<file path="config.mk">
export PLATFORM = sky130hd
export DESIGN_NAME = ls_exec_unit
export DESIGN_NICKNAME = d
export VERILOG_FILES = /design/src/rtl/ls_exec_unit.sv
export SDC_FILE = /design/constraint.sdc
export NUM_CORES = 1
export LEC_CHECK = 0
export CAP_MARGIN = 20
export CELL_PAD_IN_SITES_DETAIL_PLACEMENT = 1
export CELL_PAD_IN_SITES_GLOBAL_PLACEMENT = 1
export CORE_ASPECT_RATIO = 0.5
export CORE_UTILIZATION = 28
export CTS_CLUSTER_DIAMETER = 200
export DETAILED_ROUTE_END_ITERATION = 8
export HOLD_SLACK_MARGIN = 0.12
export PLACE_DENSITY_LB_ADDON = 0.1
export SLEW_MARGIN = 20
export SYNTH_ARGS = -nofsm -noshare
export SYNTH_HDL_FRONTEND = slang
export SYNTH_SLANG_ARGS = --single-unit
</file>
<file path="constraint.sdc">
create_clock -name clk -period 2.2 [get_ports clk]
set_clock_uncertainty 0.15 [all_clocks]
set_input_delay 0.44 -clock clk [delete_from_list [all_inputs] [get_ports clk]]
set_output_delay 0.44 -clock clk [all_outputs]
set_load 0.01 [all_outputs]
</file>
<file path="src/rtl/ls_exec_unit.sv">
`default_nettype none
// ============================================================================
//  Module      : ls_exec_unit
//  Description : Load/store execution unit. Takes one request at a time from
//                the load/store buffer and issues it to the memory controller.
//                Load results are extended and broadcast on the LS CDB.
//                Loads squashed by a misprediction flush finish their memory
//                access but are not broadcast. Stores always complete.
//                Opcode encoding {store, funct3}: LB=0 LH=1 LW=2 LBU=4 LHU=5
//                SB=8 SH=9 SW=A. Other codes are treated as word loads.
//                Optional build macro LS_EXEC_UNIT_PERF_CNT_EN adds the
//                load_cnt / store_cnt / stall_cnt performance counters.
//  Revision    : 1.0 - initial release
// ============================================================================
module ls_exec_unit #(
    parameter int ADDR_W   = 32,
    parameter int DATA_W   = 32,
    parameter int OPENUM_W = 4,
    parameter int ROB_ID_W = 4
) (
    input  logic                clk,
    input  logic                rst,
    input  logic                rdy,
    input  logic                ena_from_lsb,
    input  logic [OPENUM_W-1:0] openum_from_lsb,
    input  logic [ADDR_W-1:0]   mem_addr_from_lsb,
    input  logic [DATA_W-1:0]   store_value_from_lsb,
    input  logic [ROB_ID_W-1:0] rob_id_from_lsb,
    output logic                busy_to_lsb,
    output logic                ena_to_mc,
    output logic                rw_to_mc,
    output logic [ADDR_W-1:0]   addr_to_mc,
    output logic [1:0]          size_to_mc,
    output logic [DATA_W-1:0]   data_to_mc,
    input  logic                done_from_mc,
    input  logic [DATA_W-1:0]   data_from_mc,
    output logic                valid_to_cdb,
    output logic [ROB_ID_W-1:0] rob_id_to_cdb,
    output logic [DATA_W-1:0]   result_to_cdb,
    input  logic                commit_jump_flag_from_rob
`ifdef LS_EXEC_UNIT_PERF_CNT_EN
    ,
    output logic [31:0]         load_cnt,
    output logic [31:0]         store_cnt,
    output logic [31:0]         stall_cnt
`endif
);

    localparam logic [OPENUM_W-1:0] c_OP_LB  = OPENUM_W'(4'h0);
    localparam logic [OPENUM_W-1:0] c_OP_LH  = OPENUM_W'(4'h1);
    localparam logic [OPENUM_W-1:0] c_OP_LW  = OPENUM_W'(4'h2);
    localparam logic [OPENUM_W-1:0] c_OP_LBU = OPENUM_W'(4'h4);
    localparam logic [OPENUM_W-1:0] c_OP_LHU = OPENUM_W'(4'h5);
    localparam logic [OPENUM_W-1:0] c_OP_SB  = OPENUM_W'(4'h8);
    localparam logic [OPENUM_W-1:0] c_OP_SH  = OPENUM_W'(4'h9);
    localparam logic [OPENUM_W-1:0] c_OP_SW  = OPENUM_W'(4'hA);

    typedef enum logic [0:0] {
        ST_IDLE    = 1'b0,
        ST_WAIT_MC = 1'b1
    } state_t;

    state_t                r_state;
    logic                  r_drop;
    logic [OPENUM_W-1:0]   r_op;
    logic [ROB_ID_W-1:0]   r_rob_id;

    logic                  w_req_is_store;
    logic [1:0]            w_req_size;
    logic                  w_accept;
    logic [DATA_W-1:0]     w_load_result;

    // A new request can only be taken from IDLE; the LSB sees busy as soon
    // as it raises ena, so it cannot issue twice before the state updates.
    assign busy_to_lsb = ena_from_lsb | (r_state != ST_IDLE);

    // A load arriving together with a flush is on the wrong path: drop it.
    assign w_accept = ena_from_lsb && (r_state == ST_IDLE)
                      && !(commit_jump_flag_from_rob && !w_req_is_store);

    // Decode the incoming opcode into direction and access size.
    always_comb begin
        w_req_is_store = 1'b0;
        w_req_size     = 2'b10;
        case (openum_from_lsb)
            c_OP_LB, c_OP_LBU: w_req_size = 2'b00;
            c_OP_LH, c_OP_LHU: w_req_size = 2'b01;
            c_OP_LW:           w_req_size = 2'b10;
            c_OP_SB: begin
                w_req_is_store = 1'b1;
                w_req_size     = 2'b00;
            end
            c_OP_SH: begin
                w_req_is_store = 1'b1;
                w_req_size     = 2'b01;
            end
            c_OP_SW: begin
                w_req_is_store = 1'b1;
                w_req_size     = 2'b10;
            end
            default: ;
        endcase
    end

    // Sign- or zero-extend the returned data according to the latched load opcode.
    always_comb begin
        w_load_result = data_from_mc;
        case (r_op)
            c_OP_LB:  w_load_result = {{(DATA_W-8){data_from_mc[7]}},   data_from_mc[7:0]};
            c_OP_LH:  w_load_result = {{(DATA_W-16){data_from_mc[15]}}, data_from_mc[15:0]};
            c_OP_LBU: w_load_result = {{(DATA_W-8){1'b0}},              data_from_mc[7:0]};
            c_OP_LHU: w_load_result = {{(DATA_W-16){1'b0}},             data_from_mc[15:0]};
            default:  ;
        endcase
    end

    // Request FSM: latch the request, hold it on the mc port until done,
    // then broadcast load results unless a flush squashed the load.
    always_ff @(posedge clk) begin
        if (rst) begin
            r_state       <= ST_IDLE;
            r_drop        <= 1'b0;
            r_op          <= '0;
            r_rob_id      <= '0;
            ena_to_mc     <= 1'b0;
            rw_to_mc      <= 1'b0;
            addr_to_mc    <= '0;
            size_to_mc    <= 2'b00;
            data_to_mc    <= '0;
            valid_to_cdb  <= 1'b0;
            rob_id_to_cdb <= '0;
            result_to_cdb <= '0;
        end else if (rdy) begin
            valid_to_cdb <= 1'b0;
            case (r_state)
                ST_IDLE: begin
                    if (w_accept) begin
                        r_state    <= ST_WAIT_MC;
                        r_drop     <= 1'b0;
                        r_op       <= openum_from_lsb;
                        r_rob_id   <= rob_id_from_lsb;
                        ena_to_mc  <= 1'b1;
                        rw_to_mc   <= w_req_is_store;
                        addr_to_mc <= mem_addr_from_lsb;
                        size_to_mc <= w_req_size;
                        data_to_mc <= store_value_from_lsb;
                    end
                end
                ST_WAIT_MC: begin
                    if (commit_jump_flag_from_rob && !rw_to_mc) begin
                        r_drop <= 1'b1;
                    end
                    if (done_from_mc) begin
                        r_state   <= ST_IDLE;
                        r_drop    <= 1'b0;
                        ena_to_mc <= 1'b0;
                        // A flush in the done cycle itself squashes the load too.
                        if (!rw_to_mc && !r_drop && !commit_jump_flag_from_rob) begin
                            valid_to_cdb  <= 1'b1;
                            rob_id_to_cdb <= r_rob_id;
                            result_to_cdb <= w_load_result;
                        end
                    end
                end
                default: r_state <= ST_IDLE;
            endcase
        end
    end

`ifdef LS_EXEC_UNIT_PERF_CNT_EN
    // Performance counters: completed loads/stores and cycles spent waiting on mc.
    always_ff @(posedge clk) begin
        if (rst) begin
            load_cnt  <= '0;
            store_cnt <= '0;
            stall_cnt <= '0;
        end else if (rdy && (r_state == ST_WAIT_MC)) begin
            stall_cnt <= stall_cnt + 32'd1;
            if (done_from_mc) begin
                if (rw_to_mc) begin
                    store_cnt <= store_cnt + 32'd1;
                end else begin
                    load_cnt  <= load_cnt + 32'd1;
                end
            end
        end
    end
`endif

endmodule
`default_nettype wire

</file>
==> run summary <==
Setup bufs post-CTS - 0
Main synth FF type - dfxtp_1
Pwr dens - 740 nW/um^2
CTS tree - built
Core Area - 15400 sq um
Status - finished with violations
Static Leakage - 2.57 nW
Yosys top cell by area - dfxtp_1
Placed cell count - 924
Worst Hold Class - flip-flop to flip-flop
Fin nets - 849
Drt first-iter violations - 233
Setup TNS - 0 ns
Reg-to-reg slack, setup - 0.41 ns
CP endpoint kind - output pin
Failing checks - DRC
Area contributors post-synth - dfxtp_1, a21oi_1, o21ai_0
Clk buf depth - 2
H-tree lvl count - 4
Grt total ovfl - 0
GR Util met3 - 6.05%
Area fraction in compound gates after synthesis - 23.8%
Simple-Gate Fraction of Synth Area - 18.4%
Worst-path fanout max - 2
Area delta synth->final - 69.4%
Top-area cell type share of the netlist area - 52.1%
Hold slack - 0.296 ns
GP Congestion - 0.708
Final Hold Fails - 0
Clk_lat worst skew - 0.40 ns
Wire length per cell - 16.5 um
Startpoint class of the critical path - primary input
Worst-path clk slew - 0.06 ns
Num CTS Buffers - 17
Fraction of met2 tracks used by global routing - 32.0%
Num rows - 32
IO Count - 216
Die height - 90.8 um
Top post-synthesis cells by count - dfxtp_1, a21oi_1, o21ai_0
Post-Synthesis Net Count - 643
Peak VDD IR - 0.000535 V
Die Wd - 180 um
Main combinational cell family by area after synthesis - compound AO/OA/AOI/OAI gates
Post-synth ARST share - 0%
Crit path kind - primary input to output pin
Via count - 4634
Worst-margin pin slew - 0.729 ns
Min setup slack post-route - 0.191 ns
Tcrit/Tclk final - 91.3%
Largest net degree at the start of global routing - 52
RSZ-0062 raised after global routing - false
Global Route met1 Usage - 24.3%
DRT Pass-1 Iters - 6
Final min period - 2.01 ns
Place WS - -0.00533 ns
Final Slew Violations - 0
CP required - 1.61 ns
Cell with the most instances after synthesis - dfxtp_1
Slew HR - 51.3%
Antenna Nets Post-Route - 0
Endpoints failing setup - 0
Initial antenna violation count - 0
Root Driver - clkbuf_16
Number of global-route vias before repair - 4774
Worst EP arrival - 1.42 ns
Synth Register Bits - 115
Post-DP HPWL - 10300 um
Post-synth EDFFs - 0
First-pass GRT wire length - 25200 um
Die area - 16300 sq um
Max Fclk - 498 MHz
Post-synth cell types - 29
Detailed-route DRC error count - 11
Max Cap Viol - 0
GRT busiest layer - met2
ANT cells - 0
Total Routed Length - 15700 um
Vias/cell - 4.86
Synth Area in XOR/XNOR - 0%
Syn avg cell area - 8.29 sq um
Total GRT Usage - 19.3%
Multiplexer share of the synthesized area - 0.226%
FILL cells - 1761
Mapped cell area - 4420 sq um
IO Port Bufs - 215
Clk sinks - 115
Non-Filler Instances - 953
Layout cells sized above 1 - 9.75%
Post-Synthesis Cells - 533
Sequential area share after synthesis - 52.1%
Starting Density - 28.7%
YS warnings - 0
Adder-cell share of the synthesized area - 0%
[metal layers]
layer	up-vias	routed length [um]
met4	0	165
met2	123	7320
met1	2210	7230
met5	-	0
li1	2284	-
met3	17	965
[worst paths after layout]
| kind | start | endpoint | cells past startpoint |
|---|---|---|---|
| max reg2reg | r_op[3] | result_to_cdb[24] | 4 |
| min reg2reg | r_rob_id[2] | rob_id_to_cdb[2] | 2 |
| max | ena_from_lsb | busy_to_lsb | 3 |
| min | r_rob_id[2] | rob_id_to_cdb[2] | 2 |
[sequential cells by signal (all words and copies together) (netlist names)]
register and cells:
addr_to_mc 32, valid_to_cdb 1, r_state 1, r_drop 1
rw_to_mc 1, data_to_mc 32, r_rob_id 4, ena_to_mc 1
size_to_mc 2, result_to_cdb 32, rob_id_to_cdb 4, r_op 4
[critical path, cell delays in order]
cell and delay [ns]:
clkdlybuf4s50_1 0.42, or2_2 0.28, dlygate4sd2_1 0.29
[where the power goes]
group,switching (mW),leakage (nW),internal [mW]
clock,0.977,0.272,1.70
sequential,0.0315,0.933,2.15
combinational,0.315,1.36,0.374
[cell type report]
type                       instances  area (sq um)  share of cell area, %
timing repair buffer             241          2470                   33.0
sequential                       115          2300                   30.8
multi-input combinational        364          1900                   25.3
clock buffer                      19           453                   6.05
tap                              204           255                   3.41
clock inverter                    10           111                   1.49
[per-stage QoR]
stage | util (%) | power (mW) | cell area [sq um]
finish | 48.6 | 5.54 | 7490
floorplan | - | 2.47 | 4420
CTS | 48.6 | 5.63 | 7490
detailed placement | 44.9 | 2.92 | 6920
global placement | 44.9 | 2.91 | 6920
global route | 48.6 | 5.79 | 7490
[timing repair]
| item | in CTS | in global routing |
|---|---|---|
| resized for setup | 2 | 0 |
| hold buffers | 0 | 0 |
| endpoints found under the setup margin | 1 | 0 |
[layout by cell type, fill, tap and decap left out, types with 2 or more instances in the layout]
| cell type | n |
|---|---|
| a211oi_1 | 9 |
| a21oi_1 | 106 |
| and2_1 | 2 |
| buf_12 | 10 |
| buf_4 | 17 |
| bufinv_16 | 2 |
| clkbuf_16 | 17 |
| clkbuf_8 | 2 |
| clkdlybuf4s50_1 | 213 |
| clkinv_2 | 4 |
| clkinvlp_4 | 3 |
| dfxtp_1 | 114 |
| nand2_1 | 30 |
| nand2b_1 | 4 |
| nand3_1 | 71 |
| nor2_1 | 28 |
| nor3_1 | 9 |
| nor3_2 | 10 |
| o21ai_0 | 81 |
[kinds of logic (layout without fill, tap and decap cells)]
group	count (synthesis)	after routing
compound gates	200	200
flops	115	115
simple gates	163	163
mux	1	1
buf+inv	54	270
Power figures use the tool's default switching activity.
==> patch 1, RTL diff (config.mk and constraints unchanged) <==
The option `LS_EXEC_UNIT_PERF_CNT_EN` is turned on by a define.
--- a/src/rtl/ls_exec_unit.sv
+++ b/src/rtl/ls_exec_unit.sv
@@ -13,4 +13,6 @@
 //  Revision    : 1.0 - initial release
 // ============================================================================
+`define LS_EXEC_UNIT_PERF_CNT_EN
+
 module ls_exec_unit #(
     parameter int ADDR_W   = 32,
Check against the original RTL (old outputs only; new: load_cnt, stall_cnt and store_cnt): equivalent (Yosys induction, for registers that start in step).
==> patch 1 against the original RTL <==
  * The flow now finishes without violations
  * Sequential cell count grew 96
  * Critical path type is now input pin to flop
  * Power is 49% higher
  * Final area grew 86%
  * Synthesized area up 100%
  * Final cell count rose by 96%
  * Setup slack worse by 0.17 ns
  * Wire length grew 110%
==> patch 1: results <==
group,metric,value,unit
run_status,status,"completed",
yosys,synth_commonest_cells,"211 x dfxtp_1, 155 x a21oi_1, 102 x nand3_1, 98 x o21ai_0, 83 x nand2_1",
critical_path,cp_top_family,"simple AND/OR/NAND/NOR gates",
route,vias_per_cell,5.11,
yosys,syn-num-nets,1188,
finish,layout-drive-gt1-share,12.4,%
finish,finalNetCount,1546,
yosys,synth_compound_area_share,20.1,%
global_route,grtUsageTotal,19.8,%
route,dr.pass1.iters,4,
critical_path,worstPathMaxFanout,7,
critical_path,critPathMaxStageDelay,0.57,ns
global_route,antenna_found_initial,3,
critical_path,crit_slowest_cell,"or4_4",
cts,cts_made_buffers,22,
worst_hold_path,hold_class,"input pin to flop",
global_route,grt_max_degree,64,
yosys,synth.area.top_cells,"dfxtp_1 47%, a21oi_1 8.7%, nand3_1 5.7%",
yosys,synth_seq_area_share,47.4,%
placement,dp_hpwl,24100,um
pwr,clkPwrFrac,43.4,%
pwr,intPower,0.00626,W
yosys,synthAdderAreaFrac,0.422,%
placement,place_congestion,0.793,
pwr,combinationalPowerShare,9.1,%
yosys,synth-xor-area-share,2.75,%
pwr,peakVddDrop,0.554,mV
[patch 1: cell types whose count changed in the layout (fill, tap and decap cells not counted), moves of 30 or more]
cell,unedited run,this run
o31ai_1,0,38
nand4_1,1,37
nand2_1,30,83
buf_4,17,97
nand3_1,71,101
a21oi_1,106,152
nor2_1,28,59
dfxtp_1,114,200
clkdlybuf4s50_1,213,300
or4_1,0,36
[patch 1: cell type report]
cell class / count / area, um^2
Sequential cell: 211 / 4240
Inverter: 14 / 52.6
Fill cell: 3582 / 16900
Antenna cell: 1 / 2.50
Clock inverter: 4 / 35.0
Multi-Input combinational cell: 764 / 4370
Clock buffer: 33 / 632
Timing Repair Buffer: 420 / 4080
Tap cell: 423 / 529
[patch 1: layer usage]
layer / track usage, % / part of all wire (%) / routed length [um]
met1: 24.1 / 43 / 14500
met2: 35.5 / 51 / 17000
met3: 4.77 / 4.8 / 1630
met4: 3.90 / 1.3 / 444
met5: 0 / 0.095 / 32
[patch 1: repair_timing]
action                                 CTS  global route
gates resized for setup                 15            22
buffers inserted                         3             2
setup endpoints to repair               19            21
pin swaps                                1             3
hold buffers                             0             0
gates cloned                             0             1
endpoints found under the hold margin    0             0
[patch 1: stage by stage]
stage	cell area, um^2	util (%)	std cells	setup slack [ns]
2_1_floorplan	8900	-	1075	0.0540
3_3_place_gp	13100	42.7	1826	-0.552
3_5_place_dp	13100	42.7	1826	-0.637
4_1_cts	13900	45.0	1866	0.00534
5_1_grt	13900	45.2	1870	-0.0141
6_report	13900	45.2	1870	0.0174
[patch 1: path summary, 6_finish.rpt]
check,slack [ns],start,endpoint
min reg2reg,0.30,r_rob_id[3],rob_id_to_cdb[3]
max,0.02,done_from_mc,store_cnt[31]
max reg2reg,0.04,store_cnt[0],store_cnt[21]
min,0.20,rst,stall_cnt[6]
==> patch 2, RTL diff (same flow settings) <==
Without the edit above. The parameter `ROB_ID_W` goes from 4 to 3.
--- a/src/rtl/ls_exec_unit.sv
+++ b/src/rtl/ls_exec_unit.sv
@@ -17,5 +17,5 @@
     parameter int DATA_W   = 32,
     parameter int OPENUM_W = 4,
-    parameter int ROB_ID_W = 4
+    parameter int ROB_ID_W = 3
 ) (
     input  logic                clk,
Ports: changed (resized rob_id_from_lsb and rob_id_to_cdb); port bits go from 216 to 214. No check against the original RTL was run, so the function may have changed too.
==> patch 2 against the original RTL <==
  * Sequential cell count is 2 lower
  * Non-clock buffer count decreased by 4
  * Synthesized area fell by 1.4%
  * Clock power grew 15%
  * Power rose by 6.3%
  * Wire length shrank 1.9%
  * Final area is 0.47% lower
  * Setup slack gained 0.015 ns
  * Combinational power is 2% lower
  * Critical path type unchanged
  * Critical endpoint unchanged
==> patch 2: results <==
group,metric,value,unit
run_status,status,"completed",
timing,whs,0.304,ns
placement,dpl-instance-area,6790,um^2
yosys,synth.area.top_cells,"dfxtp_1 52%, a21oi_1 12%, o21ai_0 9.2%",
yosys,ys.flop_type,"dfxtp_1",
timing,period_share,90.7,%
yosys,syn-num-nets,634,
finish,fillers,1682,
critical_path,endpoint,"busy_to_lsb",
route,dr.pass1.iters,4,
pwr,peakVddDrop,0.534,mV
worst_hold_path,hp-start,"rob_id_to_cdb[1]",
finish,antennaDiodeCount,0,
route,avgRoutedWirePerCell,16.4,um
placement,io_buffers,213,
critical_path,worst-r2r-setup-slack,0.37,ns
global_route,grtUsageTotal,19.2,%
placement,place_congestion,0.734,
cts,clk_pin_slew,0.06,ns
global_route,antenna_found_initial,0,
yosys,synth_mux_area_share,0.230,%
route,drt_iter0_drc,156,
pwr,p_sw,0.00134,W
global_route,grt_use_met2,32.1,%
global_route,grtUsageMet1,23.6,%
finish,layout-drive-gt1-share,9.86,%
global_route,use_met3,5.96,%
worst_hold_path,hold_path_end,"rob_id_to_cdb[1]",
global_route,grt_max_degree,51,
critical_path,r2r-end,"result_to_cdb[31]",
pwr,p_seq_share,36.4,%
yosys,synthAdderAreaFrac,0,%
yosys,synth_seq_area_share,51.9,%
yosys,synth_compound_area_share,23.8,%
yosys,yosys_warnings,0,
finish,finalNetCount,836,
yosys,synth_commonest_cells,"113 x dfxtp_1, 104 x a21oi_1, 80 x o21ai_0, 70 x nand3_1, 36 x clkbuf_1",
cts,cts-resized-gates,2,
placement,dp_hpwl,10300,um
critical_path,reg2reg_depth,4,
timing,maxSlewHeadroom,51.2,%
pwr,p_comb,0.000674,W
route,vias_per_cell,4.81,
global_route,grt_pass1_vias,4686,
global_route,grt_pass1_wl,24400,um
pwr,p_leak,2.57,nW
critical_path,cp_top_family,"buffers and inverters",
critical_path,cp-startpoint,"ena_from_lsb",
-- patch 2: changes by cell type after synthesis, sizes merged --
cell	change
a21oi	-2
buf	-1
clkbuf	+1
dfxtp	-2
nand2	-2
nand3	-1
o21ai	-1
-- patch 2: area by class of cell --
type / count / area (um^2) / area share (%)
tap: 198 / 248 / 3.32
timing repair buffer: 237 / 2410 / 32.3
clock buffer: 20 / 457 / 6.13
clock inverter: 12 / 204 / 2.74
sequential: 113 / 2260 / 30.4
multi-input combinational: 358 / 1870 / 25.1
-- patch 2: routing by layer --
layer  wire, um  up-vias
li1           -     2254
met1       7170     2131
met2       7150      117
met3        970        8
met4         94        0
met5          0        -
-- patch 2: per-stage QoR --
step                setup slack (ns)  util [%]  instances  power (W)
floorplan                      0.635         -        525    0.00243
global placement             -0.0520      45.8        906    0.00286
detailed placement           -0.0833      45.8        906    0.00286
CTS                            0.195      50.3        938    0.00598
global route                   0.148      50.3        938    0.00613
finish                         0.206      50.3        938    0.00589
